===== config.mk =====
export PLATFORM = sky130hd
export DESIGN_NAME = inst_fetch_unit
export DESIGN_NICKNAME = d
export VERILOG_FILES = /design/src/rtl/if_pkg.sv /design/src/rtl/fetch_timeout_ctr.sv /design/src/rtl/inst_fetch_unit.sv
export SDC_FILE = /design/constraint.sdc
export NUM_CORES = 1
export LEC_CHECK = 0
export ABC_AREA = 1
export BUFFER_PORTS_ARGS = -buffer_cell sky130_fd_sc_hd__buf_2
export CAP_MARGIN = 10
export CORE_UTILIZATION = 52
export CTS_CLUSTER_SIZE = 10
export DETAILED_ROUTE_END_ITERATION = 10
export GPL_TIMING_DRIVEN = 1
export PLACE_DENSITY_LB_ADDON = 0.15
export SLEW_MARGIN = 20
export SYNTH_ARGS = -nofsm -noshare
export SYNTH_HDL_FRONTEND = slang
export SYNTH_SLANG_ARGS = --single-unit

===== constraint.sdc =====
create_clock -name clk -period 3.9 [get_ports clk]
set_input_delay 0.78 -clock clk [delete_from_list [all_inputs] [get_ports clk]]
set_output_delay 0.78 -clock clk [all_outputs]
set_load 0.05 [all_outputs]

===== src/rtl/if_pkg.sv =====
// Shared types and constants for the instruction fetch unit.
package if_pkg;

   typedef enum logic [1:0] {
      IDLE = 2'd0,
      WAIT = 2'd1,
      DONE = 2'd2,
      ERR  = 2'd3
   } state_t;

   localparam logic [1:0] ERR_NONE     = 2'b00;
   localparam logic [1:0] ERR_MISALIGN = 2'b01;
   localparam logic [1:0] ERR_TIMEOUT  = 2'b10;

   localparam logic [31:0] DEFAULT_RESET_PC = 32'h0000_0000;

endpackage


===== src/rtl/fetch_timeout_ctr.sv =====
// Counts stalled WAIT cycles; expired flags the cycle whose edge reaches the limit.
module fetch_timeout_ctr #(
   parameter int TIMEOUT_CYCLES = 255
) (
   input  logic clk,
   input  logic rst,
   input  logic clear,
   input  logic en,
   output logic expired
);

   localparam int W = (TIMEOUT_CYCLES > 0) ? $clog2(TIMEOUT_CYCLES + 1) : 1;
   localparam logic [W-1:0] LIMIT = W'(TIMEOUT_CYCLES - 1);

   logic [W-1:0] count;

   // NOTE: sequential state uses non-blocking assignments so every register samples pre-edge values.
   always_ff @(posedge clk or posedge rst) begin
      if (rst)
         count <= '0;
      else if (clear)
         count <= '0;
      else if (en)
         count <= count + W'(1);
   end

   // A zero limit disables the timeout entirely.
   assign expired = (TIMEOUT_CYCLES != 0) && en && (count == LIMIT);

endmodule


===== src/rtl/inst_fetch_unit.sv =====
// Multicycle CPU fetch unit: owns the PC, reads instruction memory, strobes IRWrite.
module inst_fetch_unit
   import if_pkg::*;
#(
   parameter logic [31:0] RESET_PC       = DEFAULT_RESET_PC,
   parameter int          TIMEOUT_CYCLES = 255
) (
   input  logic        clk,
   input  logic        rst,
   input  logic        fetch_start,
   input  logic        pc_load,
   input  logic [31:0] pc_next,
   output logic        mem_req,
   output logic [31:0] mem_addr,
   input  logic [31:0] mem_rdata,
   input  logic        mem_ready,
   output logic [31:0] inst,
   output logic        IRWrite,
   output logic [31:0] pc,
   output logic [31:0] pc_plus4,
   output logic        busy,
   output logic        err,
   output logic [1:0]  err_code
);

   state_t      state, state_d;
   logic [31:0] pc_d, inst_d, eff_addr;
   logic [1:0]  err_code_d;
   logic        timeout_expired;

   fetch_timeout_ctr #(.TIMEOUT_CYCLES(TIMEOUT_CYCLES)) u_timeout (
      .clk     (clk),
      .rst     (rst),
      .clear   (state != WAIT),
      .en      ((state == WAIT) && !mem_ready),
      .expired (timeout_expired)
   );

   assign eff_addr = pc_load ? pc_next : pc;

   // NOTE: every combinational output gets a default first so no path leaves it unassigned (no latches).
   always_comb begin
      state_d    = state;
      pc_d       = pc;
      inst_d     = inst;
      err_code_d = err_code;
      case (state)
         IDLE: begin
            if (fetch_start) begin
               pc_d = eff_addr;
               if (eff_addr[1:0] != 2'b00) begin
                  state_d    = ERR;
                  err_code_d = ERR_MISALIGN;
               end else begin
                  state_d = WAIT;
               end
            end else if (pc_load) begin
               pc_d = pc_next;
            end
         end
         WAIT: begin
            // Ready has priority over a timeout landing in the same cycle.
            if (mem_ready) begin
               inst_d  = mem_rdata;
               pc_d    = pc + 32'd4;
               state_d = DONE;
            end else if (timeout_expired) begin
               state_d    = ERR;
               err_code_d = ERR_TIMEOUT;
            end
         end
         DONE: state_d = IDLE;
         ERR: begin
            if (pc_load) begin
               pc_d       = pc_next;
               err_code_d = ERR_NONE;
               state_d    = IDLE;
            end
         end
         default: state_d = IDLE;
      endcase
   end

   // NOTE: only control/datapath registers are reset here; there is no memory array to clear.
   always_ff @(posedge clk or posedge rst) begin
      if (rst) begin
         state    <= IDLE;
         pc       <= RESET_PC;
         inst     <= '0;
         err_code <= ERR_NONE;
      end else begin
         state    <= state_d;
         pc       <= pc_d;
         inst     <= inst_d;
         err_code <= err_code_d;
      end
   end

   // Outputs decode from state so an async reset drops mem_req at once.
   assign mem_req  = (state == WAIT);
   assign mem_addr = pc;
   assign busy     = (state == WAIT);
   assign IRWrite  = (state == DONE);
   assign err      = (state == ERR);
   assign pc_plus4 = pc + 32'd4;

endmodule


==> out/summary.txt <==
====================================================================================
Average detailed-routed wire length per instance                             14.0 um
Standard-cell rows                                                                33
Hold_buf cts                                                                       0
Register area share after synthesis                                            41.3%
Achievable clock frequency                                                   349 MHz
Type of the worst min-delay path                                          reg -> reg
Distinct cell type count after synthesis                                          33
Area of the core region                                                    8380 um^2
Antenna viol nets, final                                                           0
Final setup fails                                                                  0
Clock period minus final worst setup slack                                   2.86 ns
Synth Instances                                                                  605
Antenna violations before repair                                                   0
Root cell of the clock tree                                                 clkbuf_8
Overall fraction of global-route tracks in use                                 27.8%
Post-DR vias/cell                                                               5.03
Share of the cycle needed by the critical path after routing                   73.4%
Detailed-placement wirelength estimate                                       9.29 mm
Worst-path clk slew                                                          0.09 ns
Number of clock sinks                                                             76
Fin nets                                                                         848
Final Slew Violations                                                              0
Weighted congestion at the end of routability-driven global placement          0.875
Leading cell types by count after synthesis                             nand2_1, dfrtp_1, inv_1
Type of origin of the critical path                                         register
Ranking of synthesized cells by area                                    dfrtp_1, nand2_1, buf_4, a21oi_1, inv_1
Routed wire length                                                           12.3 mm
Synth top area share                                                           41.3%
Net count after synthesis                                                        683
Latest clock arrival within the worst-skew pair                              0.36 ns
Number of synthesized flops with an enable pin                                     0
Warnings from Yosys                                                                0
Maximum root-to-sink buffer count                                                  2
Netlist Area Pre-Place                                                     4600 um^2
Die footprint                                                              9230 um^2
Diode insertion count for antenna repair                                           0
Initial DRC count                                                                153
Wire length of the first global-routing pass                                 19.5 mm
Clock Skew                                                                0.00999 ns
Via total after detailed routing                                               4,429
Hold_ws                                                                     0.482 ns
Input/output buffers                                                             202
Signed area change from the synthesized netlist to the final layout            22.1%
Ys async rst share                                                              100%
Number of global-route vias before repair                                      4,075
Most used DFF post-synth                                                     dfrtp_1
Average cell area after synthesis                                          7.61 um^2
Inst Count DP                                                                    864
Run status                                                              complete, no violations
Data required time of the critical path                                      3.12 ns
Number of remaining DRC errors                                                     0
Initial core utilization                                                       54.9%
Height of the chip                                                           96.1 um
Total Negative Setup Slacks                                                     0 ns
Top cell type by total area after synthesis                                  dfrtp_1
Total clock buffers created by CTS                                                 9
FILL cells                                                                       774
CTS HTree Levels                                                                   3
Post-cts gate resize count                                                         0
RSZ-0062 raised after global routing                                           false
Count of state elements after synthesis                                           76
Final hold violation count                                                         0
Maxcap violations                                                                  0
Library cell with the highest instance count after synthesis                 nand2_1
Die Wd                                                                       96.1 um
Largest net degree at the start of global routing                                 54
Tightest slew margin relative to the limit                                     39.7%
Slew at the pin closest to its max-slew limit                               0.904 ns
Top fanout value on the critical path                                              6
Number of optimization iterations in the first detailed-route pass                 4
IO Pins                                                                          203
Kind of end point of the critical path                                    output pin
Post-Layout Cell Count                                                           880
Post-CTS setup buffer count                                                        0
Path type of the worst setup path                                         reg -> out
Signal arrival time at the worst endpoint                                    2.08 ns
Grt ovf                                                                            0
Ratio of cells with drive above 1 in the final layout                          32.9%
CTS tree                                                                         yes
====================================================================================
-- critical path: stages, from the launching register on --
cell and delay, ns:
dfrtp_1 0.53, nand2_1 0.14, nor2_2 0.25, nand2_1 0.14, nor2_1 0.16, nand2_1 0.06
nand2_1 0.07, and2_1 0.12, buf_2 0.25
-- per-layer routing --
metal,part of all wire (%),GRT usage [%]
met5,0,0
met4,1.8,11.3
met3,8.3,6.87
met2,47,45.2
met1,42,35.5
-- kinds of logic after synthesis --
kind of cell             after synthesis  synth area share, %
AO/OA/AOI/OAI                         78                 10.2
XOR/XNOR                              15                 3.83
adder cells (fa/ha/maj)                9                 2.45
buffers and inverters                102                 11.4
flip-flops                            76                 41.3
AND/OR/NAND/NOR                      325                 30.9
-- final timing paths --
| path | startpoint | to | slack (ns) | cells past startpoint |
|---|---|---|---|---|
| min reg2reg | inst[1]$_DFFE_PP0P_ | inst[1]$_DFFE_PP0P_ | 0.48 | 2 |
| max in group asynchronous | rst | mem_addr[20]$_DFFE_PP0P_ | 2.43 | 3 |
| max reg2reg | state[1]$_DFFE_PP0P_ | mem_addr[5]$_DFFE_PP0P_ | 1.12 | 8 |
| min in group asynchronous | rst | inst[11]$_DFFE_PP0P_ | 0.58 | 2 |
| max | mem_addr[17]$_DFFE_PP0P_ | pc_plus4[31] | 1.04 | 8 |
| min | inst[1]$_DFFE_PP0P_ | inst[1]$_DFFE_PP0P_ | 0.48 | 2 |
-- through the flow --
step | instance area (um^2) | setup slack, ns | utilization, %
finish | 5620 | 1.04 | 67.1
global route | 5620 | 0.786 | 67.1
CTS | 5620 | 1.02 | 67.1
global placement | 5450 | 1.26 | 65.0
floorplan | 4600 | 0.887 | -
detailed placement | 5450 | 1.14 | 65.0
-- flip-flops by register name (all words and copies together) (netlist names) --
name,flops
inst,32
mem_addr,32
u_timeout.count,8
err_code,2
state,2
-- layout make-up --
type                    instances  area (um^2)  share of cell area (%)
repair buffers                207         1050                    18.7
inverters                      49          185                    3.29
multi-input cells             427         2180                    38.8
clock inverters                 6         46.3                   0.824
well taps                     105          131                    2.34
flip-flops and latches         76         1900                    33.8
clock buffers                  10          128                    2.27
-- cells in the final DEF, fill, tap and decap left out, types with 2 or more instances in the layout --
master	count
nand3_1	20
xor2_1	9
inv_6	3
nor3_1	6
nor2_2	7
and2_1	7
ha_1	9
clkinv_2	2
a21oi_1	35
nor2_4	9
a21boi_0	2
nand2_4	2
buf_4	5
nand4_1	3
dfrtp_1	76
clkbuf_8	9
a21boi_1	17
nor2_1	31
a2bb2oi_1	2
buf_2	202
inv_1	45
a22oi_1	7
nand2_1	224
or2_0	8
clkinvlp_4	2
xor2_2	6
nand2_2	5
o21ai_0	12
inv_2	2
Power is not shown: default switching activity piles up to over one toggle a cycle in this logic, so the estimate is an artifact.
